$ cat src/rtl/main_control_fsm.sv
// main_control_fsm
//   Multicycle MIPS main control unit. Moore FSM that steps through
//   FETCH/DECODE/execute/writeback for each instruction and decodes the IR
//   opcode into datapath strobes. ula_operation feeds ula_control.
//
// Ports
//   clock          in   rising-edge system clock
//   reset          in   asynchronous, active-high
//   opcode[5:0]    in   IR[31:26], stable from DECODE until the next FETCH
//   mem_ready      in   memory access for this cycle completes
//   pc_write       out  unconditional PC load
//   pc_write_cond  out  PC load when the branch condition holds
//   branch_ne      out  selects bne sense of the branch condition
//   i_or_d         out  memory address: 0 PC, 1 ula_out
//   mem_read       out  memory read strobe
//   mem_write      out  memory write strobe
//   ir_write       out  IR load
//   reg_write      out  register file write enable
//   reg_dst[1:0]   out  00 rt, 01 rd, 10 $31
//   mem_to_reg[1:0] out 00 ula_out, 01 MDR, 10 PC
//   ula_src_a      out  0 PC, 1 reg A
//   ula_src_b[1:0] out  00 reg B, 01 const 4, 10 ext imm, 11 sign-ext imm<<2
//   ext_zero       out  immediate zero-extended (andi/ori/xori)
//   ula_operation[3:0] out operation code for ula_control
//   illegal        out  unsupported opcode flag
//   pc_source[1:0] out  PC mux: 00 ula result, 01 ula_out (branch), 10 jump target
//   state[3:0]     out  current state (debug)
//
// State table
//   IDLE      (0)  | one cycle after reset, all outputs low
//   FETCH     (1)  | read instruction at PC, PC+4; waits for mem_ready
//   DECODE    (2)  | compute branch target, dispatch on opcode
//   MEM_ADDR  (3)  | effective address for lw/sw
//   MEM_READ  (4)  | data read, waits for mem_ready
//   MEM_WB    (5)  | lw writeback from MDR
//   MEM_WRITE (6)  | data write, waits for mem_ready
//   R_EXEC    (7)  | R-type ALU operation
//   R_WB      (8)  | R-type writeback to rd
//   BRANCH    (9)  | beq/bne compare and conditional PC load
//   JUMP      (10) | j/jal PC load, jal links into $31
//   I_EXEC    (11) | immediate ALU operation
//   I_WB      (12) | immediate writeback to rt
//   TRAP      (13) | illegal opcode
module main_control_fsm #(
  parameter bit MEM_WAIT_EN  = 1'b1,
  parameter bit ILLEGAL_TRAP = 1'b0
) (
  input  logic       clock,
  input  logic       reset,
  input  logic [5:0] opcode,
  input  logic       mem_ready,
  output logic       pc_write,
  output logic       pc_write_cond,
  output logic       branch_ne,
  output logic       i_or_d,
  output logic       mem_read,
  output logic       mem_write,
  output logic       ir_write,
  output logic       reg_write,
  output logic [1:0] reg_dst,
  output logic [1:0] mem_to_reg,
  output logic       ula_src_a,
  output logic [1:0] ula_src_b,
  output logic       ext_zero,
  output logic [3:0] ula_operation,
  output logic       illegal,
  output logic [1:0] pc_source,
  output logic [3:0] state
);

  typedef enum logic [3:0] {
    IDLE      = 4'd0,
    FETCH     = 4'd1,
    DECODE    = 4'd2,
    MEM_ADDR  = 4'd3,
    MEM_READ  = 4'd4,
    MEM_WB    = 4'd5,
    MEM_WRITE = 4'd6,
    R_EXEC    = 4'd7,
    R_WB      = 4'd8,
    BRANCH    = 4'd9,
    JUMP      = 4'd10,
    I_EXEC    = 4'd11,
    I_WB      = 4'd12,
    TRAP      = 4'd13
  } state_t;

  localparam logic [5:0] OP_R   = 6'b000000;
  localparam logic [5:0] OP_J   = 6'b000010;
  localparam logic [5:0] OP_JAL = 6'b000011;
  localparam logic [5:0] OP_BEQ = 6'b000100;
  localparam logic [5:0] OP_BNE = 6'b000101;
  localparam logic [5:0] OP_LW  = 6'b100011;
  localparam logic [5:0] OP_SW  = 6'b101011;

  state_t cur, nxt;
  logic   mem_go;

  // Immediate-group ALU code from funct bits opcode[2:0] of 001xxx.
  function automatic logic [3:0] i_alu_op(input logic [2:0] f);
    case (f)
      3'd2:    i_alu_op = 4'b0011;  // slti
      3'd3:    i_alu_op = 4'b1000;  // sltiu
      3'd4:    i_alu_op = 4'b0100;  // andi
      3'd5:    i_alu_op = 4'b0101;  // ori
      3'd6:    i_alu_op = 4'b0110;  // xori
      3'd7:    i_alu_op = 4'b0111;  // lui
      default: i_alu_op = 4'b0000;  // addi, addiu
    endcase
  endfunction

  // Logical immediates are zero-extended; arithmetic and lui sign-extend.
  function automatic logic i_zero_ext(input logic [2:0] f);
    i_zero_ext = (f == 3'd4) || (f == 3'd5) || (f == 3'd6);
  endfunction

  assign mem_go = MEM_WAIT_EN ? mem_ready : 1'b1;
  assign state  = cur;

  always_ff @(posedge clock or posedge reset) begin
    if (reset) cur <= IDLE;
    else       cur <= nxt;
  end

  always_comb begin
    nxt           = FETCH;
    pc_write      = 1'b0;
    pc_write_cond = 1'b0;
    branch_ne     = 1'b0;
    i_or_d        = 1'b0;
    mem_read      = 1'b0;
    mem_write     = 1'b0;
    ir_write      = 1'b0;
    reg_write     = 1'b0;
    reg_dst       = 2'b00;
    mem_to_reg    = 2'b00;
    ula_src_a     = 1'b0;
    ula_src_b     = 2'b00;
    ext_zero      = 1'b0;
    ula_operation = 4'b0000;
    illegal       = 1'b0;
    pc_source     = 2'b00;

    case (cur)
      IDLE: nxt = FETCH;

      FETCH: begin
        mem_read  = 1'b1;
        ula_src_b = 2'b01;
        // IR and PC load only on the cycle the instruction word arrives.
        if (mem_go) begin
          ir_write = 1'b1;
          pc_write = 1'b1;
          nxt      = DECODE;
        end else begin
          nxt = FETCH;
        end
      end

      DECODE: begin
        ula_src_b = 2'b11;
        case (opcode)
          OP_R:          nxt = R_EXEC;
          OP_LW, OP_SW:  nxt = MEM_ADDR;
          OP_BEQ, OP_BNE: nxt = BRANCH;
          OP_J, OP_JAL:  nxt = JUMP;
          default:       nxt = (opcode[5:3] == 3'b001) ? I_EXEC : TRAP;
        endcase
      end

      MEM_ADDR: begin
        ula_src_a = 1'b1;
        ula_src_b = 2'b10;
        nxt       = (opcode == OP_SW) ? MEM_WRITE : MEM_READ;
      end

      MEM_READ: begin
        mem_read = 1'b1;
        i_or_d   = 1'b1;
        nxt      = mem_go ? MEM_WB : MEM_READ;
      end

      MEM_WB: begin
        reg_write  = 1'b1;
        mem_to_reg = 2'b01;
        nxt        = FETCH;
      end

      MEM_WRITE: begin
        mem_write = 1'b1;
        i_or_d    = 1'b1;
        nxt       = mem_go ? FETCH : MEM_WRITE;
      end

      R_EXEC: begin
        ula_src_a     = 1'b1;
        ula_operation = 4'b0010;
        nxt           = R_WB;
      end

      R_WB: begin
        reg_write = 1'b1;
        reg_dst   = 2'b01;
        nxt       = FETCH;
      end

      BRANCH: begin
        ula_src_a     = 1'b1;
        ula_operation = 4'b0001;
        pc_write_cond = 1'b1;
        pc_source     = 2'b01;
        branch_ne     = (opcode == OP_BNE);
        nxt           = FETCH;
      end

      JUMP: begin
        pc_write  = 1'b1;
        pc_source = 2'b10;
        if (opcode == OP_JAL) begin
          reg_write  = 1'b1;
          reg_dst    = 2'b10;
          mem_to_reg = 2'b10;
        end
        nxt = FETCH;
      end

      I_EXEC: begin
        ula_src_a     = 1'b1;
        ula_src_b     = 2'b10;
        ula_operation = i_alu_op(opcode[2:0]);
        ext_zero      = i_zero_ext(opcode[2:0]);
        nxt           = I_WB;
      end

      // ALU code and extension mode held so the result stays stable at writeback.
      I_WB: begin
        reg_write     = 1'b1;
        ula_operation = i_alu_op(opcode[2:0]);
        ext_zero      = i_zero_ext(opcode[2:0]);
        nxt           = FETCH;
      end

      TRAP: begin
        illegal = 1'b1;
        nxt     = ILLEGAL_TRAP ? TRAP : FETCH;
      end

      default: nxt = FETCH;
    endcase
  end

endmodule

$ cat config.mk
export PLATFORM = sky130hd
export DESIGN_NAME = main_control_fsm
export DESIGN_NICKNAME = d
export VERILOG_FILES = /design/src/rtl/main_control_fsm.sv
export SDC_FILE = /design/constraint.sdc
export NUM_CORES = 1
export LEC_CHECK = 0
export CAP_MARGIN = 20
export CORE_MARGIN = 2
export CORE_UTILIZATION = 35
export DETAILED_ROUTE_END_ITERATION = 10
export PLACE_DENSITY_LB_ADDON = 0.25
export SLEW_MARGIN = 20
export SYNTH_ARGS = -nofsm -noshare
export SYNTH_HDL_FRONTEND = slang
export SYNTH_SLANG_ARGS = --single-unit
$ cat constraint.sdc
create_clock -name clock -period 1.5 [get_ports clock]
set_input_delay 0.15 -clock clock [delete_from_list [all_inputs] [get_ports clock]]
set_output_delay 0.15 -clock clock [all_outputs]
set_load 0.005 [all_outputs]
==> results.md, run 1 <==
* Run status: stopped before the end
* Halt point of the flow: global routing (5_1_grt)
* First error: [ERROR DPL-0038] Utilization greater than 100%, impossible to legalize
* Count of flip-flops with a built-in enable after synthesis at 0
* Pin count of the biggest net entering global routing at 12
* Initial Utilization at 0.373
* Post-Syn Instances at 96
* Clock H-tree levels at 1
* Post-synthesis sequential element count at 4
* Yosys warning total at 0
* Die width at 47.1 um
* Asr flop ratio synth at 1.00
* Nets in the synthesized netlist at 105
* Register area share after synthesis at 0.154
* Core Rows at 15
* Category of the worst endpoint: top-level output
* Final worst endpoint reported by repair_timing after global routing: pc_write
* Placed Cells incl. Taps at 183
* Number of distinct library cell variants in the gate-level netlist after synthesis at 35
* Placed wire-length estimate after detailed placement at 1770 um
* Number of hold buffers added after CTS at 0
* Syn Area/Cell at 6.78 um2
* Port bufs at 35
* Cell area after synthesis at approximately 650 um2
* Final weighted congestion of routability-driven global placement at around 0.81
* Vertical die dimension at 47.1 um
* TritonCTS sink count at 4
* # IOs at 36
* Synth area leaders: dfrtp_1 (15%), nor2_1 (8.7%), nand2b_1 (6.7%)
* Post-synth top area cell: dfrtp_1
* Most used flip-flop cell after synthesis: dfrtp_1
* Fraction of synthesized cell area taken by the top area cell type at 0.154
* Total clock buffers created by CTS at 3
* Clk root buf: clkbuf_4
* Maximum count of clock buffers along a single path at 2
==> cell usage after synthesis, types with 2 or more instances <==
library cell,count
nor2_1,15
a21oi_1,7
nand2b_1,7
nor3_1,6
inv_1,5
nand2_1,5
o21ai_1,5
dfrtp_1,4
buf_4,3
nor2b_1,3
nor3b_1,3
nor4_1,3
o22ai_1,3
buf_2,2
buf_6,2
nand3_1,2
nand3b_1,2
o21a_1,2
==> timing repair <==
item,CTS
resized for setup,139
endpoints found under the setup margin,25
setup buffers,34
pin swaps,22
cloned,0
==> cell families after synthesis <==
| group | Yosys count | share of synthesized area |
|---|---|---|
| and+or+nand+nor | 54 | 0.469 |
| AOI/OAI and AO/OA | 24 | 0.244 |
| buffers and inverters | 13 | 0.119 |
| DFF | 4 | 0.154 |
| xor gates and xnor gates | 1 | 0.0135 |
==> stage by stage <==
stage,hold WS [ps],setup WS (ps),cell area (um2),TNS [ps]
floorplan,-83.9,113,651,0
global placement,336,-646,1240,-5030
detailed placement,350,-744,1240,-5810
CTS,93.9,-190,1590,-1180
==> inputs of run 2 (changes only) <==
--- a/config.mk
+++ b/config.mk
@@ -6,10 +6,10 @@
 export NUM_CORES = 1
 export LEC_CHECK = 0
 export CAP_MARGIN = 20
-export CORE_MARGIN = 2
-export CORE_UTILIZATION = 35
+export CORE_AREA = 2 2 63 65
 export DETAILED_ROUTE_END_ITERATION = 10
-export PLACE_DENSITY_LB_ADDON = 0.25
+export DIE_AREA = 0 0 65 67
+export PLACE_DENSITY_LB_ADDON = 0.15
 export SLEW_MARGIN = 20
 export SYNTH_ARGS = -nofsm -noshare
 export SYNTH_HDL_FRONTEND = slang
==> results.md, run 2 <==
* Final weighted congestion of routability-driven global placement at 0.798 (-1.5%)
* Global-route total usage across every layer at 0.142
* RSZ-0062 raised after global routing: true
* CTS tree: yes
* Vias in the first global route at 1,110
* Number of distinct library cell variants in the gate-level netlist after synthesis at 35 (unchanged)
* Worst rel slew slack at 0.806
* WHS at 112 ps
* Maximum count of clock buffers along a single path at 2 (unchanged)
* Most used flip-flop cell after synthesis: dfrtp_1
* Number of slew-limit violations in the final report at 0
* Largest clock skew in the final design at 2.41 ps
* Path type of the worst setup path: reg -> out
* Count of flip-flops with a built-in enable after synthesis at 0 (unchanged)
* Router iterations before antenna repair at 4
* # IOs at 36 (unchanged)
* Least-Margin Pin Slew at 288 ps
* Vertical die dimension at 67 um (+42%)
* Worst min-delay path category: in -> async
* Clock period minus worst slack at 1610 ps
* Wirelength per Cell at 12.5 um
* Core area at 0.00361 mm2
* Nets in the synthesized netlist at 105 (unchanged)
* DRC violations left at 0
* TritonCTS sink count at 4 (unchanged)
* Register area share after synthesis at 0.154 (unchanged)
* Clock H-tree levels at 1 (unchanged)
* Final-report hold violation count at 0
* Via count of the routed design at 1,061
* Overall routed net length at 2970 um
* Asr flop ratio synth at 1.00 (unchanged)
* Leak pwr at 0.000796 uW
* Run status: finished, violations left
* Post-synth top area cell: dfrtp_1
* Total clock buffers created by CTS at 3 (unchanged)
* Area of the die at 0.00436 mm2
* Violated checks: negative setup slack
* Type of element capturing the critical path: primary output
* Clk root buf: clkbuf_8
* Maximum VDD drop at a little under 0.5 mV
* Most used standard cells in the synthesized netlist: nor2_1 (15), a21oi_1 (7), nand2b_1 (7)
* Placed wire-length estimate after detailed placement at 1960 um (+11%)
* Power Density at 1710 mW/mm2
* Global-route congestion overflow total at 0
* Worst-path clk slew at 30 ps
* Most common library cell in the layout ignoring fill and taps: buf_4
* Latest clock arrival within the worst-skew pair at between 200 and 250 ps
* Final nets at 200
* Synth area leaders: dfrtp_1 (15%), nor2_1 (8.7%), nand2b_1 (6.7%)
* Most used cells in the layout excluding fill and tap cells: buf_4 (50), buf_2 (21), buf_6 (12)
* Initial Utilization at 0.180 (-0.192)
* Layout cells sized above 1 at 0.677
* Yosys warning total at 0 (unchanged)
* Max FFs per register at 4
* Final worst-path cycle share at 1.07
* Port bufs at 35 (unchanged)
* Cell with the most instances after synthesis: nor2_1
* Number of antenna violations at the first check in global routing at 0
* Global-route wire length before repair at 4790 um
* Residual antenna-violating net count after detailed routing at 0
* Number of maximum-capacitance constraint violations at 0
* Data arrival, critical path at around 1500 ps
* Vias per cell at 4.48
* Least setup slack across all paths after layout at -112 ps
* Timing-limited maximum frequency at slightly above 600 MHz
* Pin count of the biggest net entering global routing at 10
* Required @ worst endpoint at 1350 ps
* Core Rows at 22 (+7)
* Element type at the critical path start: flip-flop
* Number of DRC markers in iteration 0 at 29
* Number of hold buffers added after CTS at 0 (unchanged)
* Number of setup violations in the final report at 16
* Cell area after synthesis at 651 um2 (unchanged)
* Fraction of synthesized cell area taken by the top area cell type at 0.154 (unchanged)
* Final std cells w/o fill at 237
* Post-synthesis sequential element count at 4 (unchanged)
* Placed Cells incl. Taps at 211 (+15%)
* Final-layout fill cell count at 373
* Post-Syn Instances at 96 (unchanged)
* Syn Area/Cell at 6.78 um2 (unchanged)
* Peak fanout along the critical path at 4
* Die width at 65 um (+38%)
* Number of antenna diodes at 0
* Area added between synthesis and finish at 153%
run 2: cell counts after synthesis:
Identical to the previous run, type by type.
run 2: power by group:
group	switching (uW)	internal, uW
Sequential	70.0	160
Combinational	980	1370
Clock	57.3	171
run 2: layer usage:
metal  vias to the layer above  track usage  share of wire
li1                        528            -              -
met1                       500        0.149           0.39
met2                        29        0.287           0.55
met3                         4       0.0118          0.043
met4                         0       0.0559          0.012
met5                         -            0              0
run 2: per-stage QoR:
step	power (uW)	TNS (ps)	instance area, um2	setup slack, ps	util
after floorplan	876	0	651	113	-
after global placement	1830	-6380	1300	-680	0.361
after detailed placement	1830	-6510	1300	-727	0.361
after CTS	2570	-868	1560	-151	0.433
after global routing	3000	-2050	1650	-166	0.457
final	2810	-725	1650	-112	0.457
run 2: cell type report:
type / count / area (um2) / area share
Multi-Input combinational cell: 79 / 661 / 0.401
Clock buffer: 3 / 41.3 / 0.0251
Timing Repair Buffer: 98 / 763 / 0.463
Sequential cell: 4 / 101 / 0.0615
Inverter: 5 / 21.3 / 0.0129
Tap cell: 48 / 60.1 / 0.0364
run 2: cell families (layout without fill, tap and decap cells):
family	Yosys count	in the layout	share of synthesized area
AO/OA/AOI/OAI	24	24	0.244
XOR/XNOR	1	1	0.0135
buffers and inverters	13	106	0.119
flip-flops	4	4	0.154
AND/OR/NAND/NOR	54	54	0.469
run 2: worst max-delay path, stage by stage, from the launching register on:
cell and delay, ps:
dfrtp_1 410, buf_6 140, buf_6 120, nor2b_4 140
inv_2 50, o32ai_2 220, buf_2 160
run 2: worst paths after layout:
path                            startpoint   endpoint  slack, ps  cells after the start
max in group asynchronous            reset   state[3]       1230                      2
worst max-delay path              state[0]  reg_write       -110                      6
worst max register to register    state[3]   state[2]        -60                      3
min in group clock               opcode[2]   state[3]        460                      4
worst min-delay path                 reset   state[1]        110                      2
worst min register to register    state[0]   state[3]        690                      2
run 2: repair_timing:
action,CTS,global route
resized for setup,148,15
pin swaps,20,14
setup buffers,18,7
setup endpoints to repair,26,27
Power figures use the tool's default switching activity.
==> inputs of run 3 (changes only) <==
--- a/config.mk
+++ b/config.mk
@@ -5,7 +5,6 @@
 export SDC_FILE = /design/constraint.sdc
 export NUM_CORES = 1
 export LEC_CHECK = 0
-export CAP_MARGIN = 20
 export CORE_AREA = 2 2 63 65
 export DETAILED_ROUTE_END_ITERATION = 10
 export DIE_AREA = 0 0 65 67
==> constraint.sdc (replaced) <==
create_clock -name clock -period 1.5 [get_ports clock]
set_input_delay 0.225 -clock clock [delete_from_list [all_inputs] [get_ports clock]]
set_output_delay 0.225 -clock clock [all_outputs]
set_load 0.005 [all_outputs]
==> results.md, run 3 (synthesis gave the netlist of run 2 again) <==
* TritonCTS sink count at 4 (unchanged)
* Maximum VDD drop at 0.492 mV (+1.7%)
* Number of slew-limit violations in the final report at 0 (unchanged)
* Placed Cells incl. Taps at 212 (+0.47%)
* Number of DRC markers in iteration 0 at 27 (-6.9%)
* Worst min-delay path category: in -> async
* Core area at 0.00361 mm2 (unchanged)
* Internal portion of total power at 1850 uW (+8.6%)
* Global-route total usage across every layer at 0.136 (-0.00632)
* Type of element capturing the critical path: primary output
* CTS tree: yes
* Worst rel slew slack at 0.843 (+0.0367)
* Least-Margin Pin Slew at 233 ps (-54.5 ps)
* Element type at the critical path start: flip-flop
* Switching Fraction at 0.382 (-0.0115)
* Peak fanout along the critical path at 4 (unchanged)
* Maximum count of clock buffers along a single path at 2 (unchanged)
* Clock period minus worst slack at 1640 ps (+26.1 ps)
* Wirelength per Cell at 11.8 um (-5.7%)
* P_sw at 1140 uW (+3.4%)
* Most common library cell in the layout ignoring fill and taps: buf_4
* Core Rows at 22 (unchanged)
* Vertical die dimension at 67 um (unchanged)
* Data arrival, critical path at 1410 ps (-50 ps)
* Worst-path clk slew at 30 ps (about the same)
* Number of antenna diodes at 0 (unchanged)
* Sequential share of power at 0.076 (-0.006)
* Power Density at 1690 mW/mm2 (-0.69%)
* Timing-limited maximum frequency at 611 MHz (-1.6%)
* Pin count of the biggest net entering global routing at 11 (+1)
* Overall routed net length at 2870 um (-3.3%)
* Number of antenna violations at the first check in global routing at 0 (unchanged)
* Global-route congestion overflow total at 0 (unchanged)
* Setup WS pre-CTS at -843 ps (-116 ps)
* Global-route wire length before repair at 4660 um (-2.6%)
* Final weighted congestion of routability-driven global placement at 0.794 (-0.56%)
* Least setup slack across all paths after layout at -138 ps (-26.1 ps)
* Area of the die at 0.00436 mm2 (unchanged)
* Max FFs per register at 4 (unchanged)
* Initial Utilization at 0.180 (unchanged)
* Vias per cell at 4.36 (-2.6%)
* Combinational fraction of design power at 0.849 (+0.012)
* DRC violations left at 0 (unchanged)
* # IOs at 36 (unchanged)
* Via count of the routed design at 1,060 (-0.094%)
* Latest clock arrival within the worst-skew pair at 220 ps (about the same)
* Required @ worst endpoint at 1270 ps (-80 ps)
* Total clock buffers created by CTS at 3 (unchanged)
* Clk root buf: clkbuf_8
* Most used cells in the layout excluding fill and tap cells: buf_4 (45), buf_6 (26), buf_2 (23)
* Largest clock skew in the final design at 2.33 ps (-0.0781 ps)
* Port bufs at 35 (unchanged)
* Vias in the first global route at 1,062 (-4.3%)
* Die width at 65 um (unchanged)
* Final nets at 206 (+3.0%)
* Reg2reg path depth at 8 (+5)
* Layout cells sized above 1 at 0.754 (+0.0766)
* Share of power burned in the clock network at 0.075 (-0.006)
* Final worst-path cycle share at 1.09 (+0.0174)
* Final std cells w/o fill at 243 (+2.5%)
* Area added between synthesis and finish at 172%
* Final-report hold violation count at 0 (unchanged)
* Number of setup violations in the final report at 17 (+1)
* Number of maximum-capacitance constraint violations at 0 (unchanged)
* Leak pwr at 0.000876 uW (+10%)
* Clock H-tree levels at 1 (unchanged)
* Path type of the worst setup path: reg -> out
* Router iterations before antenna repair at 4 (unchanged)
* Violated checks: negative setup slack
* Residual antenna-violating net count after detailed routing at 0 (unchanged)
* Run status: finished, violations left
* RSZ-0062 raised after global routing: true
* Placed wire-length estimate after detailed placement at 2020 um (+3.1%)
-- run 3: cell types whose count changed in the layout (fill, tap and decap cells not counted), moves of 2 or more --
cell / previous run / this run
buf_6: 12 / 26
buf_4: 50 / 45
clkdlybuf4s15_1: 5 / 0
nor3_2: 0 / 4
o21ai_2: 3 / 0
buf_2: 21 / 23
dlygate4sd2_1: 2 / 0
nor3_1: 3 / 1
nor3_4: 3 / 1
o21ai_1: 2 / 4
o22ai_2: 1 / 3
-- run 3: through the flow --
stage	util	cell area, um2	setup TNS [ps]	hold WS (ps)	total power (uW)
after global routing	0.490	1770	-2580	238	3200
after CTS	0.434	1570	-1360	190	2550
after floorplan	-	656	0	-8.92	879
after detailed placement	0.365	1320	-8910	422	1820
final	0.490	1770	-1170	188	3000
after global placement	0.365	1320	-8470	410	1810
-- run 3: what timing repair did --
action / 4_1_cts / 5_1_grt
setup endpoints to repair: 25 / 25
gates resized for setup: 161 / 38
setup buffers: 19 / 12
pin swaps: 21 / 14
gates cloned: 0 / 0
hold buffers: 0 / 0
-- run 3: final timing paths --
check                           end       from  slack [ps]
hold / removal             state[2]      reset         190
setup / recovery           pc_write   state[1]        -140
setup reg to reg           state[1]   state[1]         -60
hold reg to reg            state[2]   state[3]         770
min in group clock         state[3]  opcode[2]         430
max in group asynchronous  state[3]      reset        1150
-- run 3: power by group through the flow --
stage	sequential, uW	clock, uW	combinational (uW)
final	226	225	2540
after global routing	230	237	2730
after CTS	211	229	2110
after detailed placement	207	0	1610
after global placement	210	0	1600
after floorplan	203	0	677
-- run 3: layout make-up --
| class | instances | area, um2 |
|---|---|---|
| fill | 370 | 1840 |
| timing repair buffer | 104 | 840 |
| multi-input combinational | 79 | 706 |
| sequential | 4 | 103 |
| tap | 48 | 60.1 |
| clock buffer | 3 | 41.3 |
| inverter | 5 | 18.8 |
-- run 3: metal layers --
layer / part of all wire / GRT usage
met3: 0.025 / 0.0118
met2: 0.55 / 0.271
met5: 0 / 0
met1: 0.42 / 0.151
met4: 0.0077 / 0.0399
-- run 3: worst max-delay path, stage by stage, from the launching register on --
cell and delay [ps]:
dfrtp_1 390, buf_6 140, buf_6 110, nand3b_1 200
nor2_1 110, a21oi_1 50, nor2_1 90, buf_2 120
==> inputs of run 4 (changes only) <==
--- a/config.mk
+++ b/config.mk
@@ -9,6 +9,7 @@
 export DETAILED_ROUTE_END_ITERATION = 10
 export DIE_AREA = 0 0 65 67
 export PLACE_DENSITY_LB_ADDON = 0.15
+export SKIP_LAST_GASP = 1
 export SLEW_MARGIN = 20
 export SYNTH_ARGS = -nofsm -noshare
 export SYNTH_HDL_FRONTEND = slang
==> results.md, run 4 (synthesis gave the netlist of run 2 again) <==
* Run status: finished, violations left
* Violated checks: negative setup slack
* Port bufs at 35 (unchanged)
* Pin count of the biggest net entering global routing at 11 (unchanged)
* Global-route wire length before repair at 4730 um (+1.5%)
* Number of antenna violations at the first check in global routing at 0 (unchanged)
* Final-report hold violation count at 0 (unchanged)
* Number of DRC markers in iteration 0 at 34 (+26%)
* RSZ-0062 raised after global routing: true
* Vertical die dimension at 67 um (unchanged)
* Most common library cell in the layout ignoring fill and taps: buf_4
* Vias in the first global route at 1,082 (+1.9%)
* WHS at 187 ps (-0.143 ps)
* Placed wire-length estimate after detailed placement at 2020 um (unchanged)
* Cell chain of the critical path: buf_6, buf_6, nand3b_1, nor2_1, a21oi_1, nor2_1, buf_2
* Largest clock skew in the final design at 2.35 ps (+0.0265 ps)
* Path type of the worst setup path: reg -> out
* Number of slew-limit violations in the final report at 0 (unchanged)
* Power consumption at 2930 uW (-2.2%)
* Worst path slowest cell: dfrtp_1
* Register cell area after layout at 103 um2 (unchanged)
* Layout cells sized above 1 at 0.733 (-0.0205)
* TritonCTS sink count at 4 (unchanged)
* Vias per cell at 4.37 (+0.19%)
* Family with the most delay on the worst path: simple AND/OR/NAND/NOR gates
* Leak pwr at 0.000870 uW (-0.76%)
* Final-layout fill cell count at 374 (+1.1%)
* Number of setup violations in the final report at 19 (+2)
* Worst rel slew slack at 0.845 (+0.00173)
* Total clock buffers created by CTS at 3 (unchanged)
* Overall routed net length at 2870 um (-0.10%)
* # IOs at 36 (unchanged)
* Element type at the critical path start: flip-flop
* Clk root buf: clkbuf_8
* Area added between synthesis and finish at 168%
* Maximum count of clock buffers along a single path at 2 (unchanged)
* Longest individual stage delay on the worst path at 390 ps (about the same)
* Least setup slack across all paths after layout at -136 ps (+1.93 ps)
* Power Density at 1680 mW/mm2 (-0.85%)
* CTS tree: yes
* Final worst-path cycle share at 1.09 (-0.00129)
* Area of the die at 0.00436 mm2 (unchanged)
* Initial Utilization at 0.180 (unchanged)
* Global-route congestion overflow total at 0 (unchanged)
* Max FFs per register at 4 (unchanged)
* Die width at 65 um (unchanged)
* Global-route total usage across every layer at 0.138 (+0.00178)
* Residual antenna-violating net count after detailed routing at 0 (unchanged)
* Timing-limited maximum frequency at 611 MHz (+0.12%)
* Number of antenna diodes at 0 (unchanged)
* Buf+Inv Stages, Crit Path at 3 (unchanged)
* Data arrival, critical path at 1410 ps (about the same)
* Core area at 0.00361 mm2 (unchanged)
* Type of element capturing the critical path: primary output
* Least-Margin Pin Slew at 231 ps (-2.58 ps)
* Clock period minus worst slack at 1640 ps (-1.93 ps)
* Latest clock arrival within the worst-skew pair at 220 ps (about the same)
* DRC violations left at 0 (unchanged)
* Core Rows at 22 (unchanged)
* Required @ worst endpoint at 1270 ps (about the same)
* Footprint of the multi-input gates at 693 um2 (-1.8%)
* Clock H-tree levels at 1 (unchanged)
* Router iterations before antenna repair at 3 (-1)
* Most used cells in the layout excluding fill and tap cells: buf_4 (49), buf_2 (23), buf_6 (22)
* Peak fanout along the critical path at 4 (unchanged)
* Worst-path clk slew at 30 ps (about the same)
* Final nets at 206 (unchanged)
* Wirelength per Cell at 11.8 um (-0.10%)
* Maximum VDD drop at 0.495 mV (+0.62%)
* Number of maximum-capacitance constraint violations at 0 (unchanged)
* Final weighted congestion of routability-driven global placement at 0.794 (unchanged)
* Worst min-delay path category: in -> async
* Via count of the routed design at 1,062 (+0.19%)
* Number of hold buffers added after CTS at 0 (unchanged)
## run 4: cell types whose count changed in the layout (fill, tap and decap cells not counted), sizes merged
cell	before	now
clkbuf	6	5
dlygate4sd2	0	1
## run 4: worst paths after layout
check	endpoint	depth (start not counted)	slack, ps	startpoint
min in group clock	state[0]	4	440	opcode[3]
max	pc_write	7	-140	state[1]
min	state[2]	2	190	reset
min reg2reg	state[2]	3	790	state[3]
max reg2reg	state[1]	9	-90	state[1]
max in group asynchronous	state[3]	2	1150	reset
## run 4: power by group
part,internal (uW),switching [uW],leakage (uW)
clock network,171,53.5,0.0000216
registers,162,64.4,0.0000484
logic,1470,1010,0.000800
## run 4: layer usage
layer,global-route usage,up-vias,wire length [um]
met3,0.0118,2,84
met5,0,-,0
met4,0.0399,0,22
met1,0.153,495,1180
met2,0.274,21,1580
li1,-,544,-
## run 4: stage by stage
| step | area, um2 | setup WS (ps) | instances | utilization | setup TNS, ps |
|---|---|---|---|---|---|
| after floorplan | 656 | 35.0 | 96 | - | 0 |
| after global placement | 1320 | -812 | 212 | 0.365 | -8470 |
| after detailed placement | 1320 | -843 | 212 | 0.365 | -8910 |
| after CTS | 1550 | -169 | 233 | 0.430 | -1440 |
| after global routing | 1740 | -230 | 243 | 0.484 | -2770 |
| final | 1740 | -136 | 243 | 0.484 | -1280 |
## run 4: what timing repair did
action | CTS | global route
resized for setup | 157 | 34
pin swaps | 18 | 15
buffers inserted | 19 | 11
endpoints found under the setup margin | 25 | 25
## run 4: cell type report
class,count,share of cell area
Clock buffer,3,0.0237
Tap cell,48,0.0344
Timing Repair Buffer,104,0.475
Inverter,5,0.0108
Sequential cell,4,0.0588
Multi-Input combinational cell,79,0.397
